==> src/rtl/note_scheduler.sv <==
// note_scheduler
//   Chart sequencer for the lane droppers. It walks a note chart held in an
//   external synchronous ROM and emits one-frame spawn pulses to the per-lane
//   droppers at scheduled frame offsets. It also tracks unresolved notes per
//   lane and accumulates score, combo and max combo from hit/miss reports.
//
// Ports
//   frame_clk   in   1               frame clock, sole clock
//   Reset       in   1               synchronous active-high reset
//   keycode     in   8               8'h2C start, 8'h29 abort, 8'h01 back to idle
//   chart_addr  out  ADDR_W          registered ROM address
//   chart_data  in   DELTA_W+LANES   {delta, lane_mask} for last cycle's chart_addr
//   hit         in   LANES           per-lane hit pulse from droppers
//   miss        in   LANES           per-lane miss pulse from droppers
//   spawn       out  LANES           one-cycle spawn pulse per lane (registered)
//   playing     out  1               high in FETCH, LOAD, WAIT, ISSUE, DRAIN
//   finished    out  1               high in DONE
//   score       out  SCORE_W         saturating hit count
//   combo       out  8               saturating consecutive-hit count
//   max_combo   out  8               highest combo this run
module note_scheduler #(
  parameter int LANES   = 4,
  parameter int ADDR_W  = 8,
  parameter int DELTA_W = 12,
  parameter int SCORE_W = 16
) (
  input  logic                     frame_clk,
  input  logic                     Reset,
  input  logic [7:0]               keycode,
  output logic [ADDR_W-1:0]        chart_addr,
  input  logic [DELTA_W+LANES-1:0] chart_data,
  input  logic [LANES-1:0]         hit,
  input  logic [LANES-1:0]         miss,
  output logic [LANES-1:0]         spawn,
  output logic                     playing,
  output logic                     finished,
  output logic [SCORE_W-1:0]       score,
  output logic [7:0]               combo,
  output logic [7:0]               max_combo
);

  localparam logic [2:0] S_IDLE  = 3'd0;
  localparam logic [2:0] S_FETCH = 3'd1;
  localparam logic [2:0] S_LOAD  = 3'd2;
  localparam logic [2:0] S_WAIT  = 3'd3;
  localparam logic [2:0] S_ISSUE = 3'd4;
  localparam logic [2:0] S_DRAIN = 3'd5;
  localparam logic [2:0] S_DONE  = 3'd6;

  // Number of set bits, kept LANES wide; callers zero-extend.
  function automatic logic [LANES-1:0] popcount(input logic [LANES-1:0] v);
    logic [LANES-1:0] c;
    c = {LANES{1'b0}};
    for (int i = 0; i < LANES; i++) begin
      c = c + {{(LANES-1){1'b0}}, v[i]};
    end
    return c;
  endfunction

  logic [2:0]         state_r, state_s;
  logic [DELTA_W-1:0] cnt_r, cnt_s;
  logic [LANES-1:0]   mask_r, mask_s;
  logic [LANES-1:0]   pending_r, pending_s;
  logic [ADDR_W-1:0]  addr_s;
  logic [SCORE_W-1:0] score_s;
  logic [7:0]         combo_s, max_s;

  logic               key_start_s, key_abort_s, key_idle_s;
  logic               playing_state_s, abort_s, issue_s, break_s;
  logic [LANES-1:0]   hm_s, collide_s, spawn_bits_s, hits_s, h_s;
  logic [8:0]         combo_sum_s;
  logic [SCORE_W:0]   score_sum_s;
  logic [DELTA_W-1:0] delta_s;

  assign key_start_s     = (keycode == 8'h2C);
  assign key_abort_s     = (keycode == 8'h29);
  assign key_idle_s      = (keycode == 8'h01);
  assign playing_state_s = (state_r == S_FETCH) || (state_r == S_LOAD) ||
                           (state_r == S_WAIT)  || (state_r == S_ISSUE) ||
                           (state_r == S_DRAIN);
  assign abort_s         = playing_state_s && key_abort_s;
  assign issue_s         = (state_r == S_ISSUE) && !abort_s;
  assign delta_s         = chart_data[DELTA_W+LANES-1:LANES];
  assign hm_s            = hit | miss;

  // A lane still holding an unresolved note (and not resolving it now)
  // cannot take another spawn; a hit or miss this cycle frees it in time.
  assign collide_s    = issue_s ? (mask_r & pending_r & ~hm_s) : {LANES{1'b0}};
  assign spawn_bits_s = issue_s ? (mask_r & ~collide_s) : {LANES{1'b0}};

  // Hit together with miss on one lane counts as a miss only.
  assign hits_s      = hit & pending_r & ~miss;
  assign h_s         = popcount(hits_s);
  assign break_s     = (|(miss & pending_r)) || (|collide_s);
  assign combo_sum_s = {1'b0, combo} + {{(9-LANES){1'b0}}, h_s};
  assign score_sum_s = {1'b0, score} + {{(SCORE_W+1-LANES){1'b0}}, h_s};

  // Sequencer next-state: chart walk, wait counter and ROM address.
  always_comb begin
    state_s = state_r;
    cnt_s   = cnt_r;
    mask_s  = mask_r;
    addr_s  = chart_addr;
    if (abort_s) begin
      state_s = S_IDLE;
      cnt_s   = {DELTA_W{1'b0}};
    end else begin
      case (state_r)
        S_IDLE: begin
          if (key_start_s) begin
            state_s = S_FETCH;
            addr_s  = {ADDR_W{1'b0}};
          end else begin
            state_s = S_IDLE;
          end
        end
        S_FETCH: begin
          state_s = S_LOAD;
        end
        S_LOAD: begin
          mask_s = chart_data[LANES-1:0];
          if (delta_s == {DELTA_W{1'b1}}) begin
            state_s = S_DRAIN;
          end else begin
            cnt_s   = delta_s;
            state_s = S_WAIT;
          end
        end
        S_WAIT: begin
          if (cnt_r == {DELTA_W{1'b0}}) begin
            state_s = S_ISSUE;
          end else begin
            cnt_s = cnt_r - {{(DELTA_W-1){1'b0}}, 1'b1};
          end
        end
        S_ISSUE: begin
          // The last ROM slot ends the chart; the address never wraps.
          if (chart_addr == {ADDR_W{1'b1}}) begin
            state_s = S_DRAIN;
          end else begin
            addr_s  = chart_addr + {{(ADDR_W-1){1'b0}}, 1'b1};
            state_s = S_FETCH;
          end
        end
        S_DRAIN: begin
          if (pending_r == {LANES{1'b0}}) begin
            state_s = S_DONE;
          end else begin
            state_s = S_DRAIN;
          end
        end
        S_DONE: begin
          if (key_idle_s) begin
            state_s = S_IDLE;
          end else begin
            state_s = S_DONE;
          end
        end
        default: begin
          state_s = S_IDLE;
        end
      endcase
    end
  end

  // Pending-note bookkeeping and saturating score/combo accumulation.
  always_comb begin
    pending_s = pending_r;
    score_s   = score;
    combo_s   = combo;
    max_s     = max_combo;
    if ((state_r == S_IDLE) && key_start_s) begin
      pending_s = {LANES{1'b0}};
      score_s   = {SCORE_W{1'b0}};
      combo_s   = 8'd0;
      max_s     = 8'd0;
    end else if (abort_s) begin
      pending_s = {LANES{1'b0}};
    end else begin
      // Resolve first, then set newly spawned lanes.
      pending_s = (pending_r & ~hm_s) | spawn_bits_s;
      if (break_s) begin
        combo_s = 8'd0;
      end else begin
        combo_s = combo_sum_s[8] ? 8'hFF : combo_sum_s[7:0];
        score_s = score_sum_s[SCORE_W] ? {SCORE_W{1'b1}} : score_sum_s[SCORE_W-1:0];
      end
      max_s = (combo_s > max_combo) ? combo_s : max_combo;
    end
  end

  // State and output registers; reset overrides every other event.
  always_ff @(posedge frame_clk) begin
    if (Reset) begin
      state_r    <= S_IDLE;
      cnt_r      <= {DELTA_W{1'b0}};
      mask_r     <= {LANES{1'b0}};
      pending_r  <= {LANES{1'b0}};
      chart_addr <= {ADDR_W{1'b0}};
      spawn      <= {LANES{1'b0}};
      playing    <= 1'b0;
      finished   <= 1'b0;
      score      <= {SCORE_W{1'b0}};
      combo      <= 8'd0;
      max_combo  <= 8'd0;
    end else begin
      state_r    <= state_s;
      cnt_r      <= cnt_s;
      mask_r     <= mask_s;
      pending_r  <= pending_s;
      chart_addr <= addr_s;
      spawn      <= spawn_bits_s;
      playing    <= (state_s == S_FETCH) || (state_s == S_LOAD) ||
                    (state_s == S_WAIT)  || (state_s == S_ISSUE) ||
                    (state_s == S_DRAIN);
      finished   <= (state_s == S_DONE);
      score      <= score_s;
      combo      <= combo_s;
      max_combo  <= max_s;
    end
  end

endmodule

==> config.mk <==
export PLATFORM = sky130hd
export DESIGN_NAME = note_scheduler
export DESIGN_NICKNAME = d
export VERILOG_FILES = /design/src/rtl/note_scheduler.sv
export SDC_FILE = /design/constraint.sdc
export NUM_CORES = 1
export LEC_CHECK = 0
export ABC_AREA = 1
export CAP_MARGIN = 10
export CORE_ASPECT_RATIO = 0.5
export CORE_MARGIN = 3
export CORE_UTILIZATION = 50
export CTS_CLUSTER_SIZE = 40
export DETAILED_ROUTE_END_ITERATION = 12
export GPL_ROUTABILITY_DRIVEN = 0
export PLACE_DENSITY = 0.87
export SYNTH_ARGS = -nofsm -noshare
export SYNTH_HDL_FRONTEND = slang
export SYNTH_SLANG_ARGS = --single-unit
==> constraint.sdc <==
create_clock -name frame_clk -period 6.4 [get_ports frame_clk]
set_input_delay 0.96 -clock frame_clk [delete_from_list [all_inputs] [get_ports frame_clk]]
set_output_delay 0.96 -clock frame_clk [all_outputs]
set_load 0.02 [all_outputs]
==> metrics.md <==
| Metric | Value |
|---|---|
| Status | `complete, no violations` |
| CTS Buffer Depth | `2` |
| Flops & latches, synth | `69` |
| CP max FO | `9` |
| # IOs | `80` |
| Row Count | `23` |
| Core area | `8317 um2` |
| Drt total wl | `11.49 mm` |
| Post-route DRC | `0` |
| Most frequent cell after synthesis | `nand2_1` |
| Port bufs | `79` |
| Pwr Density | `210.5 nW/um2` |
| CP arrival | `5.57 ns` |
| MaxCap Viol Count | `0` |
| Post-route clock period utilization | `0.8304` |
| Starting DRT DRC Count | `281` |
| Initial antenna violation count | `0` |
| Clock Skew | `0.008575 ns` |
| Ys async rst share | `0` |
| Synth cell types | `32` |
| Ys Warns | `0` |
| Gr ovfl total | `0` |
| GR met1 Demand/Resource | `0.2964` |
| Register area | `1381 um2` |
| Pleak | `2.429 nW` |
| Avg Vias per Cell | `5.326` |
| RSZ-0062 raised after global routing | `false` |
| Area leader, netlist | `dfxtp_1` |
| Mapped Cells | `705` |
| Synth Flop Type | `dfxtp_1` |
| Slew Limit Fails | `0` |
| Worst VDD drop | `0.0001637 V` |
| Starting Density | `0.5332` |
| Die area | `10100 um2` |
| Area of the multi-input gates | `2590 um2` |
| Worst skew pair latency | `0.34 ns` |
| Slew HR | `0.4804` |
| CTS Buf Count | `9` |
| Number of synthesized flops with an enable pin | `0` |
| Largest net degree at the start of global routing | `31` |
| Worst Hold Class | `flip-flop to flip-flop` |
| DR WL/cell | `12.80 um` |
| WS Path Type | `input port to flip-flop` |
| First-pass GRT wire length | `20.05 mm` |
| Vias in the first global route | `4564` |
| CP required | `6.66 ns` |
| Post-CTS setup buffer count | `0` |
| Via count | `4777` |
| # resized after CTS | `0` |
| # diodes | `0` |
| Gr usage total | `0.2381` |
| Post-layout net count | `835` |
| Post-CTS Hold Fix Bufs | `0` |
| H-tree depth | `3` |
| Drt pass-1 iters | `5` |
| Root Buffer | `clkbuf_16` |
| Synthesized area | `4434 um2` |
| CP Launch Type | `input port` |
| Met2 usage | `0.4116` |
| CTS tree | `yes` |
| Antenna-violating nets left | `0` |
| Main area contributors after synthesis | `dfxtp_1, nand2_1, inv_1, nor2_1, a21oi_1` |
| Tot Pwr | `1.183 mW` |
| Area Growth Syn to Fin | `26.81%` |
| Mean post-synth cell area | `6.290 um2` |
| Hold WS | `0.4651 ns` |
| Clock Sinks | `69` |
| Synth cell count leaders | `nand2_1, inv_1, nor2_1, dfxtp_1, a21oi_1` |
| Die H | `72.59 um` |
| HPWL Detailed | `8.394 mm` |
| Min Clock Period, post-route | `5.314 ns` |
| Fill cells | `710` |
| FMAX | `188.2 MHz` |
| Worst setup EP type | `flip-flop` |
| Slew @ Worst Pin | `0.7751 ns` |
| Syn_nets | `760` |
| Share of layout cells above drive strength 1 | `0.04331` |
| CTS clk-pin slew, worst paths | `0.06 ns` |
| Final hold vios | `0` |
| Chip Width | `139.2 um` |
| Synth top area share | `0.3115` |
| GR peak layer | `met2` |
| Met3 usage | `0.05628` |
| Setup total negative slack | `0 ns` |
| Register area share after synthesis | `0.3115` |
| Setup violators final | `0` |
layout by cell type, fill, tap and decap left out, types with 9 or more instances in the layout:
master / instances
nor2_1: 85
dfxtp_1: 69
nor3_1: 17
nand2_1: 180
ha_1: 18
clkbuf_16: 9
nand3_1: 45
inv_1: 96
nand4_1: 31
o21ai_0: 43
clkdlybuf4s50_1: 79
a21oi_1: 59
path summary, 6_finish.rpt:
check / slack, ns / depth (start not counted) / to / from
setup / recovery: 1.09 / 25 / max_combo[0]$_SDFFE_PP0P_ / hit[1]
hold / removal: 0.47 / 2 / cnt_r[10]$_SDFFE_PP0P_ / cnt_r[10]$_SDFFE_PP0P_
setup reg to reg: 1.74 / 24 / max_combo[0]$_SDFFE_PP0P_ / pending_r[1]$_SDFF_PP0_
hold reg to reg: 0.47 / 2 / cnt_r[10]$_SDFFE_PP0P_ / cnt_r[10]$_SDFFE_PP0P_
cells by family after synthesis:
family                     Yosys count  share of synthesized area
and+or+nand+nor                    376                     0.3694
buffers and inverters              119                     0.1044
AOI/OAI and AO/OA                  110                     0.1301
DFF                                 69                     0.3115
adders and majority gates           21                    0.06434
xor gates and xnor gates             8                    0.01580
muxes                                2                   0.004515
flip-flops by register name, indices dropped and copies added, names as in the netlist:
register	count
score	16
cnt_r	12
chart_addr	8
combo	8
max_combo	8
mask_r	4
pending_r	4
spawn	4
state_r	3
finished	1
playing	1
power by group:
| group | internal, mW | leakage [nW] | total (mW) | switching, mW |
|---|---|---|---|---|
| Clock | 0.361 | 0.163 | 0.543 | 0.182 |
| Combinational | 0.0766 | 1.71 | 0.188 | 0.111 |
| Sequential | 0.444 | 0.557 | 0.452 | 0.00865 |
| Total | 0.881 | 2.43 | 1.18 | 0.302 |
final cells by class:
| cell class | count | share of cell area |
|---|---|---|
| multi-input combinational | 517 | 0.4606 |
| timing repair buffer | 80 | 0.1420 |
| clock inverter | 4 | 0.01246 |
| inverter | 103 | 0.06876 |
| tap | 112 | 0.02492 |
| clock buffer | 12 | 0.04562 |
| sequential | 69 | 0.2457 |
critical path, cell delays in order:
cell	delay, ns
clkdlybuf4s50_1	0.45
inv_1	0.05
nor3_1	0.21
fa_1	0.47
ha_1	0.22
ha_1	0.36
inv_1	0.08
fa_1	0.41
nor2_1	0.15
nor2_1	0.06
nor2_1	0.13
nand2_1	0.09
inv_1	0.08
nand2_1	0.14
nand3_1	0.12
nand2_1	0.10
inv_1	0.09
ha_1	0.24
a21oi_1	0.17
nor2_1	0.05
nor2_1	0.09
nand3_1	0.09
nand3b_1	0.30
inv_1	0.24
a21oi_1	0.22
metal layers:
| layer | routed length, um | vias to the layer above |
|---|---|---|
| met1 | 5168 | 2177 |
| met3 | 680 | 17 |
| met5 | 0 | - |
| met2 | 5470 | 137 |
| met4 | 166 | 0 |
| li1 | - | 2446 |
per-stage QoR:
stage / instances / instance area, um2 / util / setup slack [ns]
2_1_floorplan: 705 / 4434 / - / 1.837
3_3_place_gp: 881 / 5296 / 0.6368 / 1.047
3_5_place_dp: 881 / 5296 / 0.6368 / 0.8102
4_1_cts: 897 / 5623 / 0.6761 / 1.133
5_1_grt: 897 / 5623 / 0.6761 / 0.5659
6_report: 897 / 5623 / 0.6761 / 1.086
Power figures use the tool's default switching activity.
